**config.mk**
```make
export PLATFORM = sky130hd
export DESIGN_NAME = t_ff_mod_counter
export DESIGN_NICKNAME = d
export VERILOG_FILES = /design/src/rtl/t_ff_mod_counter.sv
export SDC_FILE = /design/constraint.sdc
export NUM_CORES = 1
export LEC_CHECK = 0
export ABC_AREA = 1
export BUFFER_PORTS_ARGS = -buffer_cell sky130_fd_sc_hd__buf_2
export CORE_AREA = 2 2 39 41
export CTS_BUF_LIST = sky130_fd_sc_hd__clkbuf_16
export DETAILED_ROUTE_END_ITERATION = 10
export DIE_AREA = 0 0 41 43
export PLACE_DENSITY = 0.62
export SYNTH_ARGS = -nofsm -noshare
export SYNTH_HDL_FRONTEND = slang
export SYNTH_SLANG_ARGS = --single-unit
```
**constraint.sdc**
```tcl
create_clock -name CLK -period 3.8 [get_ports CLK]
set_clock_uncertainty 0.15 [all_clocks]
set_input_delay 0.57 -clock CLK [delete_from_list [all_inputs] [get_ports CLK]]
set_output_delay 0.57 -clock CLK [all_outputs]
set_load 0.02 [all_outputs]
```
**src/rtl/t_ff_mod_counter.sv**
```systemverilog
// -----------------------------------------------------------------------------
// t_ff_mod_counter
//   Parametrised modulo-N up/down counter whose state lives in a bank of
//   toggle flip-flops: every bit updates as q[i] <= q[i] ^ t_vec[i], where the
//   toggle vector is derived from the desired next count (t_vec = q ^ q_next).
//   Supports synchronous clear, parallel load with clamping, count enable,
//   direction control, wrap or saturate behaviour at the range ends, a
//   combinational terminal-count flag and a registered overflow pulse.
// -----------------------------------------------------------------------------
module t_ff_mod_counter #(
    parameter int WIDTH    = 4,
    parameter int MOD      = 16,
    parameter int SATURATE = 0
) (
    input  logic             CLK,
    input  logic             RST,
    input  logic             CLR,
    input  logic             LD,
    input  logic [WIDTH-1:0] D,
    input  logic             EN,
    input  logic             UP,
    output logic [WIDTH-1:0] Q,
    output logic             TC,
    output logic             OVF
);

    // Upper end of the count range as a WIDTH-bit constant; a modulus of
    // 2**WIDTH yields all-ones and therefore natural binary wrap.
    localparam logic [WIDTH-1:0] MAX_C  = WIDTH'(MOD - 1);
    localparam logic [WIDTH-1:0] ZERO_C = {WIDTH{1'b0}};
    localparam logic [WIDTH-1:0] ONE_C  = {{(WIDTH-1){1'b0}}, 1'b1};

    // Reject illegal moduli at elaboration time.
    generate
        if ((MOD < 2) || (longint'(MOD) > (longint'(1) << WIDTH))) begin : g_bad_mod
            $error("t_ff_mod_counter: MOD must lie in 2..2**WIDTH");
        end
    endgenerate

    logic [WIDTH-1:0] q_r;
    logic [WIDTH-1:0] q_next_s;
    logic [WIDTH-1:0] t_vec_s;
    logic             ovf_r;
    logic             ovf_next_s;
    logic             tc_s;

    // Next-count selection with priority CLR > LD > EN > hold.
    always_comb begin
        q_next_s   = q_r;
        ovf_next_s = 1'b0;
        if (CLR) begin
            q_next_s = ZERO_C;
        end else if (LD) begin
            // D < MOD is the same as D <= MOD-1 at WIDTH bits, even for MOD == 2**WIDTH.
            if (D > MAX_C) begin
                q_next_s = MAX_C;
            end else begin
                q_next_s = D;
            end
        end else if (EN) begin
            if (q_r > MAX_C) begin
                // Corrupted state: snap to the end of the range we are heading from.
                q_next_s   = UP ? ZERO_C : MAX_C;
                ovf_next_s = 1'b1;
            end else if (UP) begin
                if (q_r == MAX_C) begin
                    q_next_s   = (SATURATE != 0) ? q_r : ZERO_C;
                    ovf_next_s = 1'b1;
                end else begin
                    q_next_s = q_r + ONE_C;
                end
            end else begin
                if (q_r == ZERO_C) begin
                    q_next_s   = (SATURATE != 0) ? q_r : MAX_C;
                    ovf_next_s = 1'b1;
                end else begin
                    q_next_s = q_r - ONE_C;
                end
            end
        end else begin
            q_next_s = q_r;
        end
    end

    // Toggle vector: the bits that must flip to reach the next count.
    always_comb begin
        t_vec_s = q_r ^ q_next_s;
    end

    // Terminal count: an enabled, unblocked count sits at the range end it is moving toward.
    always_comb begin
        tc_s = EN & ~CLR & ~LD &
               ((UP & (q_r == MAX_C)) | (~UP & (q_r == ZERO_C)));
    end

    // Toggle flip-flop bank and overflow pulse register.
    always_ff @(posedge CLK or negedge RST) begin
        if (!RST) begin
            q_r   <= ZERO_C;
            ovf_r <= 1'b0;
        end else begin
            q_r   <= q_r ^ t_vec_s;
            ovf_r <= ovf_next_s;
        end
    end

    assign Q   = q_r;
    assign OVF = ovf_r;
    assign TC  = tc_s;

endmodule

```
==> flow_summary.toml <==
[synth]
syn-num-nets = 70
syn_avg_cell_area_sq_um = 6.95
syn_inst = 58
synth_area_leaders = "dfrtp_1, nand2_1, nor2_1"
synth_flop_cell = "dfrtp_1"
yosys-top-cells-count = "nand2_1, nor2_1, inv_1"
synth.most_common_cell = "nand2_1"
synth-async-reset-ratio_pct = 100
ys_ff_latch = 5
ys_seq_area_share_pct = 31.1
ys_warn_count = 0
syn_area_sq_um = 403
synthDistinctLibCells = 16
synth_edf_count = 0
synth_top_area_share_pct = 31.1
yosysTopAreaCell = "dfrtp_1"

[detailed_routing]
wl_um = 920
first_pass_iters = 4
wl_per_cell_um = 9.89
drc = 0
num_vias = 436
drt_iter0_markers = 11
antenna_left = 0
viasPerCell = 4.69

[setup_path]
crit_chain = "inv_1 -> ha_1 -> a21oi_2 -> a211oi_1 -> buf_2"
crit_fanout = 6
start_kind = "register"
max_stage_delay_ns = 0.42
crit_slowest_cell = "dfrtp_1"
endpoint_kind = "output port"
required_ns = 3.08
critPathArrivalTime_ns = 1.48
path_class = "reg -> out"

[floorplanning]
row_count = 14
dieArea_sq_um = 1760
dieHeight_um = 43
coreArea_sq_um = 1380
die_x_um = 41
start_util_pct = 29.1
ioPinCount = 16

[clock_tree]
cts_max_level = 1
cts_resized = 0
cts_tree = "yes"
clockBufferDepth = 2
clk_latency_ns = 0.23
numClockSinks = 5
cts_setup_buffers = 0
cts_buffers = 3
cts_hold_buffers = 1
cts_root_buffer = "clkbuf_16"
clk_pin_slew_worst_paths_ns = 0.03

[grt]
grt.total_usage_pct = 14.3
grt_overflow = 0
grt_max_degree = 9
antenna_found_initial = 0
first_global_vias = 401
grt_pass1_wl_mm = 1.55

[sta]
setup_viol = 0
finalCritPeriodShare_pct = 58.0
fmax_ghz = 0.454
hold_viol_final = 0
rsz0062_at_grt = "no"
worst_slew_pin_slew_ns = 0.246
fin_worst_hold_slack_ns = 0.376
fin_ws_ns = 1.60
drv_slew = 0
fin_setup_tns_ns = 0
max_slew_margin_pct = 83.6
fin_crit_ns = 2.20

[worst_hold_path]
min-delay-path-class = "in -> reg"

[layout]
layout.nets = 90
seqCellArea_sq_um = 125
num-fill-cells = 147
final_core_util_pct = 41.6
drive_above_1_share_pct = 27.3
multi_input_area_sq_um = 236
syn_to_final_growth_pct = 42.9
antenna_cells = 0

[pwr]
power_density_nw_per_um2 = 486
cellLeakagePower_nw = 0.311
peakVddDrop_mv = 0.363

[placed_design]
io_buffer_count = 15
place_ws_ns = 1.72
dpl.hpwl_um = 703
gp_congestion = 0.757

[outcome]
run_status = "completed"

[flow_run]
maxCapViolCount = 0
==> worst max-delay path, delay by kind of cell, from the launching register on <==
kind	cells	cell delay [ns]
flops	1	0.42
buf+inv	2	0.36
compound gates	2	0.25
fa+ha+maj	1	0.22
==> registers in the layout (all words and copies together) (netlist names) <==
register and flops:
Q 4, OVF 1
==> power breakdown <==
group | internal (mW) | leakage (nW) | switching (mW)
combinational | 0.0186 | 0.204 | 0.0280
clock | 0.136 | 0.0423 | 0.0336
sequential | 0.0572 | 0.0651 | 0.00641
total | 0.212 | 0.311 | 0.0680
==> per-stage QoR <==
stage	instance area [sq um]	power (mW)	instances
after floorplan	403	0.0957	58
after global placement	487	0.111	88
final	576	0.280	93
after detailed placement	487	0.110	88
after CTS	576	0.285	93
after global routing	576	0.298	93
==> layout by cell type, fill, tap and decap left out, types with 2 or more instances in the layout <==
master      n
a211oi_1    2
nor2_1      9
o21ai_1     2
nand2_1    10
buf_2      15
a21oi_2     2
dfrtp_1     5
a21oi_1     5
o21ai_0     3
nand3_1     5
ha_1        2
clkbuf_16   3
inv_1       9
==> cell type report <==
| cell class | count | share of cell area [%] |
|---|---|---|
| Multi-Input combinational cell | 44 | 41.1 |
| Sequential cell | 5 | 21.7 |
| Timing Repair Buffer | 16 | 14.8 |
| Clock buffer | 3 | 13.0 |
| Inverter | 8 | 5.22 |
| Tap cell | 16 | 3.48 |
| Clock inverter | 1 | 0.652 |
==> kinds of logic after synthesis <==
family,count (synthesis),share of synthesized area [%]
adders and majority gates,2,6.21
buffers and inverters,9,10.2
xor gates and xnor gates,1,2.17
and+or+nand+nor,26,28.0
DFF,5,31.1
AOI/OAI and AO/OA,15,22.4
==> per-layer routing <==
metal | vias up | GRT usage (%) | wire [um]
li1 | 232 | - | -
met1 | 182 | 15.1 | 386
met2 | 18 | 18.8 | 418
met3 | 4 | 9.42 | 77
met4 | 0 | 12.0 | 37
met5 | - | 0 | 0
==> final timing paths <==
kind	slack, ns	cells after the start	to	from
min	0.38	2	Q[1]$_DFF_PN0_	CLR
max in group asynchronous	2.83	2	Q[1]$_DFF_PN0_	RST
min in group asynchronous	0.54	2	Q[0]$_DFF_PN0_	RST
max	1.60	5	TC	Q[0]$_DFF_PN0_
min reg2reg	0.58	4	Q[2]$_DFF_PN0_	Q[2]$_DFF_PN0_
max reg2reg	2.20	6	Q[1]$_DFF_PN0_	Q[0]$_DFF_PN0_
Power figures use the tool's default switching activity.
